## src/rtl/arbiter_hold_rr_if.sv

```systemverilog
// Arbiter handshake bundle: mode, requests and priorities in; registered grant out.
interface arbiter_hold_rr_if #(
   parameter int NUM_UNITS = 4,
   parameter int ADDR_WD   = 2
);
   logic                         roundORpriority;
   logic [NUM_UNITS-1:0]         request;
   logic [ADDR_WD*NUM_UNITS-1:0] priorit;
   logic [NUM_UNITS-1:0]         grant;
   logic                         grant_valid;
   logic [ADDR_WD-1:0]           grant_id;

   modport master (
      output roundORpriority, request, priorit,
      input  grant, grant_valid, grant_id
   );

   modport slave (
      input  roundORpriority, request, priorit,
      output grant, grant_valid, grant_id
   );
endinterface

```

## src/rtl/arbiter_hold_rr.sv

```systemverilog
// Hold-capable RR / fixed-priority arbiter with bounded bursts and zero-bubble handoff.
// Optional request aging (priority mode) is enabled by defining ARB_AGING_EN.
module arbiter_hold_rr #(
   parameter int NUM_UNITS = 4,
   parameter int ADDR_WD   = 2,
   parameter int MAX_HOLD  = 8,
   parameter int AGE_LIMIT = 16
) (
   input logic              clock,
   input logic              rst,
   arbiter_hold_rr_if.slave bus
);
   localparam int HW = (MAX_HOLD > 1) ? $clog2(MAX_HOLD) : 1;

   typedef enum logic {IDLE, GRANTED} state_e;

   state_e               state_q, state_d;
   logic [NUM_UNITS-1:0] grant_q, grant_d;
   logic [ADDR_WD-1:0]   id_q, id_d;
   logic [ADDR_WD-1:0]   last_q, last_d;
   logic [HW-1:0]        hold_q, hold_d;

   logic                 h_req;
   logic                 at_lim;
   logic [NUM_UNITS-1:0] cand;
   logic [ADDR_WD-1:0]   win;
   logic                 win_any;
   logic [ADDR_WD-1:0]   best;

`ifdef ARB_AGING_EN
   localparam int AW = $clog2(AGE_LIMIT + 1);

   logic [AW-1:0]        age_q [NUM_UNITS];
   logic [AW-1:0]        age_d [NUM_UNITS];
   logic [NUM_UNITS-1:0] aged;

   always_comb begin
      for (int i = 0; i < NUM_UNITS; i++) begin
         aged[i]  = (age_q[i] == AW'(AGE_LIMIT));
         age_d[i] = age_q[i];
         if (!bus.request[i] || grant_q[i])
            age_d[i] = '0;
         else if (!aged[i])
            age_d[i] = age_q[i] + AW'(1);
      end
   end

   always_ff @(posedge clock) begin
      for (int i = 0; i < NUM_UNITS; i++) begin
         if (rst) age_q[i] <= '0;
         else     age_q[i] <= age_d[i];
      end
   end
`endif

   assign h_req  = |(bus.request & grant_q);
   assign at_lim = (hold_q == HW'(MAX_HOLD - 1));

   // Winner search; the current holder is excluded only when its burst is spent.
   always_comb begin
      cand    = bus.request;
      win     = '0;
      win_any = 1'b0;
      best    = '0;
      if (state_q == GRANTED && h_req && at_lim)
         cand = bus.request & ~grant_q;
      if (bus.roundORpriority) begin
         for (int off = 1; off <= NUM_UNITS; off++) begin
            if (!win_any && cand[(int'(last_q) + off) % NUM_UNITS]) begin
               win_any = 1'b1;
               win     = ADDR_WD'((int'(last_q) + off) % NUM_UNITS);
            end
         end
      end else begin
         for (int i = 0; i < NUM_UNITS; i++) begin
            if (cand[i] &&
                (!win_any || bus.priorit[i*ADDR_WD +: ADDR_WD] > best)) begin
               win_any = 1'b1;
               win     = ADDR_WD'(i);
               best    = bus.priorit[i*ADDR_WD +: ADDR_WD];
            end
         end
`ifdef ARB_AGING_EN
         for (int i = NUM_UNITS - 1; i >= 0; i--) begin
            if (cand[i] && aged[i])
               win = ADDR_WD'(i);
         end
`endif
      end
   end

   always_comb begin
      state_d = state_q;
      grant_d = grant_q;
      id_d    = id_q;
      last_d  = last_q;
      hold_d  = hold_q;
      case (state_q)
         IDLE: begin
            if (win_any) begin
               state_d = GRANTED;
               grant_d = NUM_UNITS'(1) << win;
               id_d    = win;
               last_d  = win;
               hold_d  = '0;
            end
         end
         GRANTED: begin
            if (h_req && !at_lim) begin
               hold_d = hold_q + HW'(1);
            end else if (win_any) begin
               grant_d = NUM_UNITS'(1) << win;
               id_d    = win;
               last_d  = win;
               hold_d  = '0;
            end else if (h_req) begin
               hold_d = '0;
            end else begin
               state_d = IDLE;
               grant_d = '0;
               id_d    = '0;
               hold_d  = '0;
            end
         end
         default: state_d = IDLE;
      endcase
   end

   always_ff @(posedge clock) begin
      if (rst) begin
         state_q <= IDLE;
         grant_q <= '0;
         id_q    <= '0;
         last_q  <= ADDR_WD'(NUM_UNITS - 1);
         hold_q  <= '0;
      end else begin
         state_q <= state_d;
         grant_q <= grant_d;
         id_q    <= id_d;
         last_q  <= last_d;
         hold_q  <= hold_d;
      end
   end

   assign bus.grant       = grant_q;
   assign bus.grant_valid = |grant_q;
   assign bus.grant_id    = id_q;
endmodule

```

## src/flat_wrapper.sv

```systemverilog
// flat-port wrapper written by rule: the top's interface ports become plain ports
module arbiter_hold_rr_flat 
#(
   parameter int NUM_UNITS = 4,
   parameter int ADDR_WD   = 2,
   parameter int MAX_HOLD  = 8,
   parameter int AGE_LIMIT = 16
)
  (clock, rst, bus_roundORpriority, bus_request, bus_priorit, bus_grant, bus_grant_valid, bus_grant_id);
  arbiter_hold_rr_if #(.NUM_UNITS(NUM_UNITS), .ADDR_WD(ADDR_WD)) bus_i ();
  input logic clock;
  input logic rst;
  input wire logic [$bits(bus_i.roundORpriority)-1:0] bus_roundORpriority;
  input wire logic [$bits(bus_i.request)-1:0] bus_request;
  input wire logic [$bits(bus_i.priorit)-1:0] bus_priorit;
  output wire logic [$bits(bus_i.grant)-1:0] bus_grant;
  output wire logic [$bits(bus_i.grant_valid)-1:0] bus_grant_valid;
  output wire logic [$bits(bus_i.grant_id)-1:0] bus_grant_id;
  assign bus_i.roundORpriority = bus_roundORpriority;
  assign bus_i.request = bus_request;
  assign bus_i.priorit = bus_priorit;
  assign bus_grant = bus_i.grant;
  assign bus_grant_valid = bus_i.grant_valid;
  assign bus_grant_id = bus_i.grant_id;
  arbiter_hold_rr #(.NUM_UNITS(NUM_UNITS), .ADDR_WD(ADDR_WD), .MAX_HOLD(MAX_HOLD), .AGE_LIMIT(AGE_LIMIT)) u_core (.clock(clock), .rst(rst), .bus(bus_i));
endmodule
```

## config.mk

```make
export PLATFORM = sky130hd
export DESIGN_NAME = arbiter_hold_rr_flat
export DESIGN_NICKNAME = d
export VERILOG_FILES = /design/src/rtl/arbiter_hold_rr_if.sv /design/src/rtl/arbiter_hold_rr.sv /design/src/flat_wrapper.sv
export SDC_FILE = /design/constraint.sdc
export NUM_CORES = 1
export LEC_CHECK = 0
export CAP_MARGIN = 20
export CELL_PAD_IN_SITES_DETAIL_PLACEMENT = 0
export CELL_PAD_IN_SITES_GLOBAL_PLACEMENT = 2
export CORE_ASPECT_RATIO = 0.5
export CORE_MARGIN = 4
export CORE_UTILIZATION = 28
export CTS_CLUSTER_SIZE = 30
export DETAILED_ROUTE_END_ITERATION = 10
export GPL_TIMING_DRIVEN = 0
export MAX_ROUTING_LAYER = met4
export PLACE_DENSITY_LB_ADDON = 0.1
export RECOVER_POWER = 100
export SLEW_MARGIN = 20
export SYNTH_ARGS = -nofsm -noshare
export SYNTH_HDL_FRONTEND = slang
export SYNTH_SLANG_ARGS = --single-unit
```

## constraint.sdc

```tcl
create_clock -name clock -period 5.15 [get_ports clock]
set_input_delay 0.515 -clock clock [delete_from_list [all_inputs] [get_ports clock]]
set_output_delay 0.515 -clock clock [all_outputs]
set_load 0.01 [all_outputs]
```

==> results of run 1 <==
## metal layers
layer | share of wire, % | wire [µm] | global-route usage (%) | vias to the layer above
li1 | - | - | - | 513
met2 | 42 | 1052 | 16.93 | 26
met1 | 51 | 1259 | 15.98 | 441
met5 | 0 | 0 | - | -
met4 | 0 | 0 | 2.500 | 0
met3 | 7.2 | 180 | 4.160 | 0
## critical path, stage by stage, from the launching register on
cell and delay (ns):
sky130_fd_sc_hd__dfxtp_1 0.32, sky130_fd_sc_hd__ha_1 0.20, sky130_fd_sc_hd__ha_1 0.28, sky130_fd_sc_hd__nand3_2 0.16, sky130_fd_sc_hd__and2_1 0.26, sky130_fd_sc_hd__nand2_1 0.10, sky130_fd_sc_hd__ha_1 0.29, sky130_fd_sc_hd__nor2b_1 0.12
sky130_fd_sc_hd__o21ai_0 0.10, sky130_fd_sc_hd__a21oi_2 0.25, sky130_fd_sc_hd__mux2_1 0.38, sky130_fd_sc_hd__ha_1 0.28, sky130_fd_sc_hd__nand2_1 0.05, sky130_fd_sc_hd__o21ai_0 0.13, sky130_fd_sc_hd__a21boi_4 0.21, sky130_fd_sc_hd__mux2_2 0.36
sky130_fd_sc_hd__ha_1 0.28, sky130_fd_sc_hd__nor2b_1 0.13, sky130_fd_sc_hd__o21ai_0 0.19, sky130_fd_sc_hd__o221ai_2 0.18, sky130_fd_sc_hd__o21a_1 0.24, sky130_fd_sc_hd__a32o_1 0.24
## through the flow
step,std cells,total power [mW],instance area [µm²]
2_1_floorplan,123,0.1885,960.9
3_3_place_gp,183,0.2399,1211
3_5_place_dp,183,0.2400,1211
4_1_cts,187,0.3441,1266
5_1_grt,188,0.3671,1292
6_report,188,0.3386,1292
## power by group
part           switching, mW  internal [mW]  total [mW]
Combinational         0.0602         0.0594       0.120
Sequential            0.0134          0.105       0.118
Clock                 0.0336         0.0674       0.101
## synthesized netlist by cell type (3+ instances only)
master                      n
sky130_fd_sc_hd__nor2b_1    4
sky130_fd_sc_hd__nor2_1    12
sky130_fd_sc_hd__o211ai_1   4
sky130_fd_sc_hd__nand3_1    4
sky130_fd_sc_hd__ha_1       8
sky130_fd_sc_hd__a21oi_1    9
sky130_fd_sc_hd__inv_1      9
sky130_fd_sc_hd__dfxtp_1   12
sky130_fd_sc_hd__nand2_1   16
sky130_fd_sc_hd__and3_1     3
sky130_fd_sc_hd__o21ai_0    6
sky130_fd_sc_hd__a22oi_1    6
## layout make-up
type                    instances  area (µm²)  area share, %
repair buffers                 21       207.7          16.07
clock buffers                   4       55.05          4.259
multi-input cells             100       693.2          53.63
well taps                      40       50.05          3.872
flip-flops and latches         12       240.2          18.59
inverters                       9       33.78          2.614
plain buffers                   2       12.51         0.9681
## registers in the layout (all words and copies together) (netlist names)
register	flops
u_core.bus.grant_id	2
u_core.hold_q	3
u_core.state_q	1
u_core.bus.grant	4
u_core.last_q	2
## worst paths after layout
| check | start | to | cells after the start |
|---|---|---|---|
| worst max-delay path | u_core.hold_q[0]$_SDFFE_PP0P_ | u_core.bus.grant[1]$_SDFFE_PP0P_ | 21 |
| worst min-delay path | u_core.bus.grant_id[0]$_SDFFE_PP0P_ | u_core.bus.grant_id[0]$_SDFFE_PP0P_ | 2 |
| worst max register to register | u_core.hold_q[0]$_SDFFE_PP0P_ | u_core.bus.grant[1]$_SDFFE_PP0P_ | 21 |
| worst min register to register | u_core.bus.grant_id[0]$_SDFFE_PP0P_ | u_core.bus.grant_id[0]$_SDFFE_PP0P_ | 2 |
## cells by family after synthesis
group                      synth area share, %
buffers and inverters                    4.817
DFF                                      25.00
and+or+nand+nor                          23.18
AOI/OAI and AO/OA                        34.25
muxes                                    2.344
adders and majority gates                10.42
## repair_timing
item,in CTS,in global routing
resized for setup,0,3
setup buffers,0,1
setup endpoints to repair,0,8
==> reports/qor.json, run 1 <==
{
  "1st_pass_router_iterations": 4,
  "most-common-layout-cells": "sky130_fd_sc_hd__nand2_1, sky130_fd_sc_hd__clkdlybuf4s50_1, sky130_fd_sc_hd__nor2_1, sky130_fd_sc_hd__dfxtp_1, sky130_fd_sc_hd__inv_1",
  "worst_setup_hold_path_clk_slew_ns": 0.06,
  "grt_max_degree": 10,
  "synth.ff_latch_count": 12,
  "max_freq_ghz": 0.2062,
  "finClkSkew_ns": 0.006967,
  "standard_cell_core_area_um2": 3136,
  "synthDistinctLibCells": 34,
  "start_kind": "register",
  "cts_tree": "built",
  "timing.final.setup_violations": 0,
  "effective_utilization_at_floorplan_pct": 30.65,
  "power.density_nw_per_um2": 262.0,
  "fin_hold_ws_ns": 0.4675,
  "core.rowCount": 14,
  "synth_area_um2": 960.9,
  "drive_gt1_share_pct": 10.14,
  "cts_buffers": 3,
  "detailed_placer_s_ending_hpwl_mm": 2.011,
  "synth_cells": 123,
  "outcome": "complete, no violations",
  "clkLatencyLatePin_ns": 0.24,
  "antennaDiodeCount": 0,
  "layout_commonest_cell": "sky130_fd_sc_hd__nand2_1",
  "detailroute.via_count": 980,
  "floorplan.die_area_um2": 4490,
  "ioPinCount": 22,
  "timing.hold.worst.class": "reg2reg",
  "antenna_left": 0,
  "synth_warnings": 0,
  "htreeDepth": 1,
  "synthDominantAreaCellType": "sky130_fd_sc_hd__dfxtp_1",
  "worst-r2r-setup-slack_ns": 0.30,
  "wl_per_cell_um": 13.25,
  "clock_sink_count": 12,
  "p_leak_nw": 0.5475,
  "slew_headroom_pct": 52.82,
  "post-route-util_pct": 41.22,
  "groute.usage.overall_pct": 11.83,
  "synthTopCellsByArea": "sky130_fd_sc_hd__dfxtp_1, sky130_fd_sc_hd__ha_1, sky130_fd_sc_hd__nand2_1, sky130_fd_sc_hd__a21oi_1, sky130_fd_sc_hd__a22oi_1",
  "gr-total-overflow": 0,
  "fin_crit_sh_pct": 94.18,
  "grt_antenna_before_repair": 0,
  "postCtsHoldBufs": 0,
  "synth_enable_flop_cells": 0,
  "post-route-worst-setup-slack_ns": 0.2997,
  "async_set_or_reset_flop_fraction_in_the_synthesized_netlist_pct": 0,
  "die_width_um": 90.85,
  "fillerInstances": 332,
  "rsz0062_at_grt": "false",
  "layout.nets": 172,
  "worst_ir_drop_vdd_uv": 156.2,
  "maxcap_violations": 0,
  "tightest_slew_ns": 0.7022,
  "postSynthAreaPerCell_um2": 7.812,
  "grt_pass1_vias": 902,
  "gpl.final_weighted_congestion": 0.7448,
  "ys_seq_area_share_pct": 25.00,
  "finalMaxSlewViolations": 0,
  "critical_path_peak_fanout": 8,
  "first_pass_grt_wire_length_mm": 4.236,
  "final.min_clock_period_ns": 4.850,
  "detail_route.wirelength_mm": 2.491,
  "portBuffers": 20,
  "post-route-drc-count": 0,
  "setup_tns_ns": 0,
  "number_of_nets_produced_by_synthesis": 146,
  "crit_arrival_ns": 4.98,
  "yosysTopAreaCellShare_pct": 25.00,
  "endpoint_kind": "register",
  "yosys_most_used_dff": "sky130_fd_sc_hd__dfxtp_1",
  "areaGrowthSynthToFinish_pct": 34.51,
  "hold_viol_final": 0,
  "first_iter_violations": 43,
  "ctsLongestPathBuffers": 2,
  "routed_vias_inst": 5.213,
  "floorplan.die.height_um": 49.43,
  "worstSetupPathType": "reg2reg",
  "cts_root_buf": "sky130_fd_sc_hd__clkbuf_8",
  "worst_ep_required_time_ns": 5.28,
  "placement.setup.worst_slack_ns": -0.04107
}
Note: power is estimated with default switching activity, not from simulation.
==> inputs of run 2 (changes only) <==
--- a/config.mk
+++ b/config.mk
@@ -11,7 +11,7 @@
 export CORE_ASPECT_RATIO = 0.5
 export CORE_MARGIN = 4
 export CORE_UTILIZATION = 28
-export CTS_CLUSTER_SIZE = 30
+export CTS_CLUSTER_SIZE = 16
 export DETAILED_ROUTE_END_ITERATION = 10
 export GPL_TIMING_DRIVEN = 0
 export MAX_ROUTING_LAYER = met4
==> results of run 2 <==
No change in the layout: final DEF, timing and power equal those of run 1.
==> edit, RTL diff (config.mk and constraints of run 2) <==
Build with the macro `ARB_AGING_EN` defined.
--- a/src/rtl/arbiter_hold_rr.sv
+++ b/src/rtl/arbiter_hold_rr.sv
@@ -1,5 +1,7 @@
 // Hold-capable RR / fixed-priority arbiter with bounded bursts and zero-bubble handoff.
 // Optional request aging (priority mode) is enabled by defining ARB_AGING_EN.
+`define ARB_AGING_EN
+
 module arbiter_hold_rr #(
    parameter int NUM_UNITS = 4,
    parameter int ADDR_WD   = 2,
Function: no difference found for any inputs over 4 cycles, from zero or initial values and one cycle with rst high; that may be too few to reach the edited logic, so the function may still have changed.
==> edit against run 2 <==
Synthesized area increased by 110%; sequential cell count grew 20; final area rose by 95%; sequential power up 140%; via count increased by 79%; wire length grew 100%; power up 140%; sequential share of layout area rose by 6.8 points; setup slack better by 0.0037 ns; clock skew fell by 0.0020 ns; maximum frequency hardly changed; critical endpoint unchanged; largest power group is now clock.
==> edit: results (changes against run 2) <==
Status
  – Status: finished clean (unchanged)

Synthesis
  – Synth area leaders: dfxtp_1 32%, ha_1 10%, nor2_1 6.6%, nand3_1 4.3%, inv_1 4.0% (was dfxtp_1 25%, ha_1 10%, nand2_1 6.3%, a21oi_1 4.7%, a22oi_1 4.7%)
  – Adder-cell area share of the yosys netlist: 0.101 (was 0.104)
  – Post-synth top cells: 35 x nor2_1, 32 x dfxtp_1, 21 x inv_1 (was 16 x nand2_1, 12 x dfxtp_1, 12 x nor2_1)
  – Mapped Cells: 237 (was 123)
  – Sequential area share after synthesis: 0.322 (was 0.250)
  – Cell variety after synth: 54 (was 34)
  – Mux contribution to synthesized area: 0.0214 (was 0.0234)
  – Complex-gate fraction of the synthesized area: 0.188 (was 0.342)
  – Net Count, Synth: 268 (was 146)

Power and ir drop
  – P_leak: 0.993 nW (was 0.547 nW)

Clocking
  – Root Driver: clkbuf_16 (was clkbuf_8)
  – Worst skew pair latency: 0.28 ns (was 0.24 ns)
  – Htree depth: 2 (was 1)
  – Total CTS buffers: 5 (was 3)

STA
  – Worst Tran Pin Value: 0.632 ns (was 0.702 ns)
  – Fin Hold WS: 0.480 ns (was 0.467 ns)

Min path
  – Hold path depth: 1 (was 2)
  – Worst min-delay path endpoint: u_core.bus.grant_id[1]$_SDFFE_PP0P_ (was u_core.bus.grant_id[0]$_SDFFE_PP0P_)
  – Hold Path Origin: u_core.bus.grant_id[1]$_SDFFE_PP0P_ (was u_core.bus.grant_id[0]$_SDFFE_PP0P_)

Worst setup path
  – Crit-path slowest cell: mux2_2 (was mux2_1)
  – Worst EP arrival: 5.02 ns (was 4.98 ns)

GRT
  – Vias in the first global route: 1,653 (was 902)
  – First-pass GRT wire length: 8150 um (was 4240 um)
  – Largest net degree at the start of global routing: 11 (was 10)

Placement
  – Placed cell count: 349 (was 183)
  – Area after DPL: 0.00231 mm^2 (was 0.00121 mm^2)
  – Final GP Congestion: 0.858 (was 0.745)
  – Placement Setup Slack: -0.492 ns (was -0.0411 ns)

Route
  – Drt wl/cell: 13.8 um (was 13.3 um)
  – Initial DRC count: 111 (was 43)

Final layout
  – Number of flip-flops in the largest register: 20 (was 4)
edit: kinds of logic (layout without fill, tap and decap cells):
group | after synthesis | count (layout)
compound gates | 48 | 48
xor+xnor | 15 | 15
fa+ha+maj | 16 | 16
buf+inv | 25 | 56
flops | 32 | 32
mux | 4 | 4
simple gates | 97 | 97
edit: layer usage:
metal	vias up	share of wire
met3	2	0.055
li1	902	-
met4	0	0.0050
met5	-	0
met1	811	0.53
met2	38	0.41
edit: cell type report:
cell class / count / share of cell area
multi-input combinational: 180 / 0.507
timing repair buffer: 23 / 0.0894
sequential: 32 / 0.254
buffer: 3 / 0.00596
inverter: 22 / 0.0328
clock inverter: 2 / 0.0139
tap: 92 / 0.0457
clock buffer: 6 / 0.0512
edit: report_power, final:
part           internal, mW  switching (mW)
Sequential            0.266          0.0215
Clock                 0.227           0.108
Combinational        0.0815          0.0932
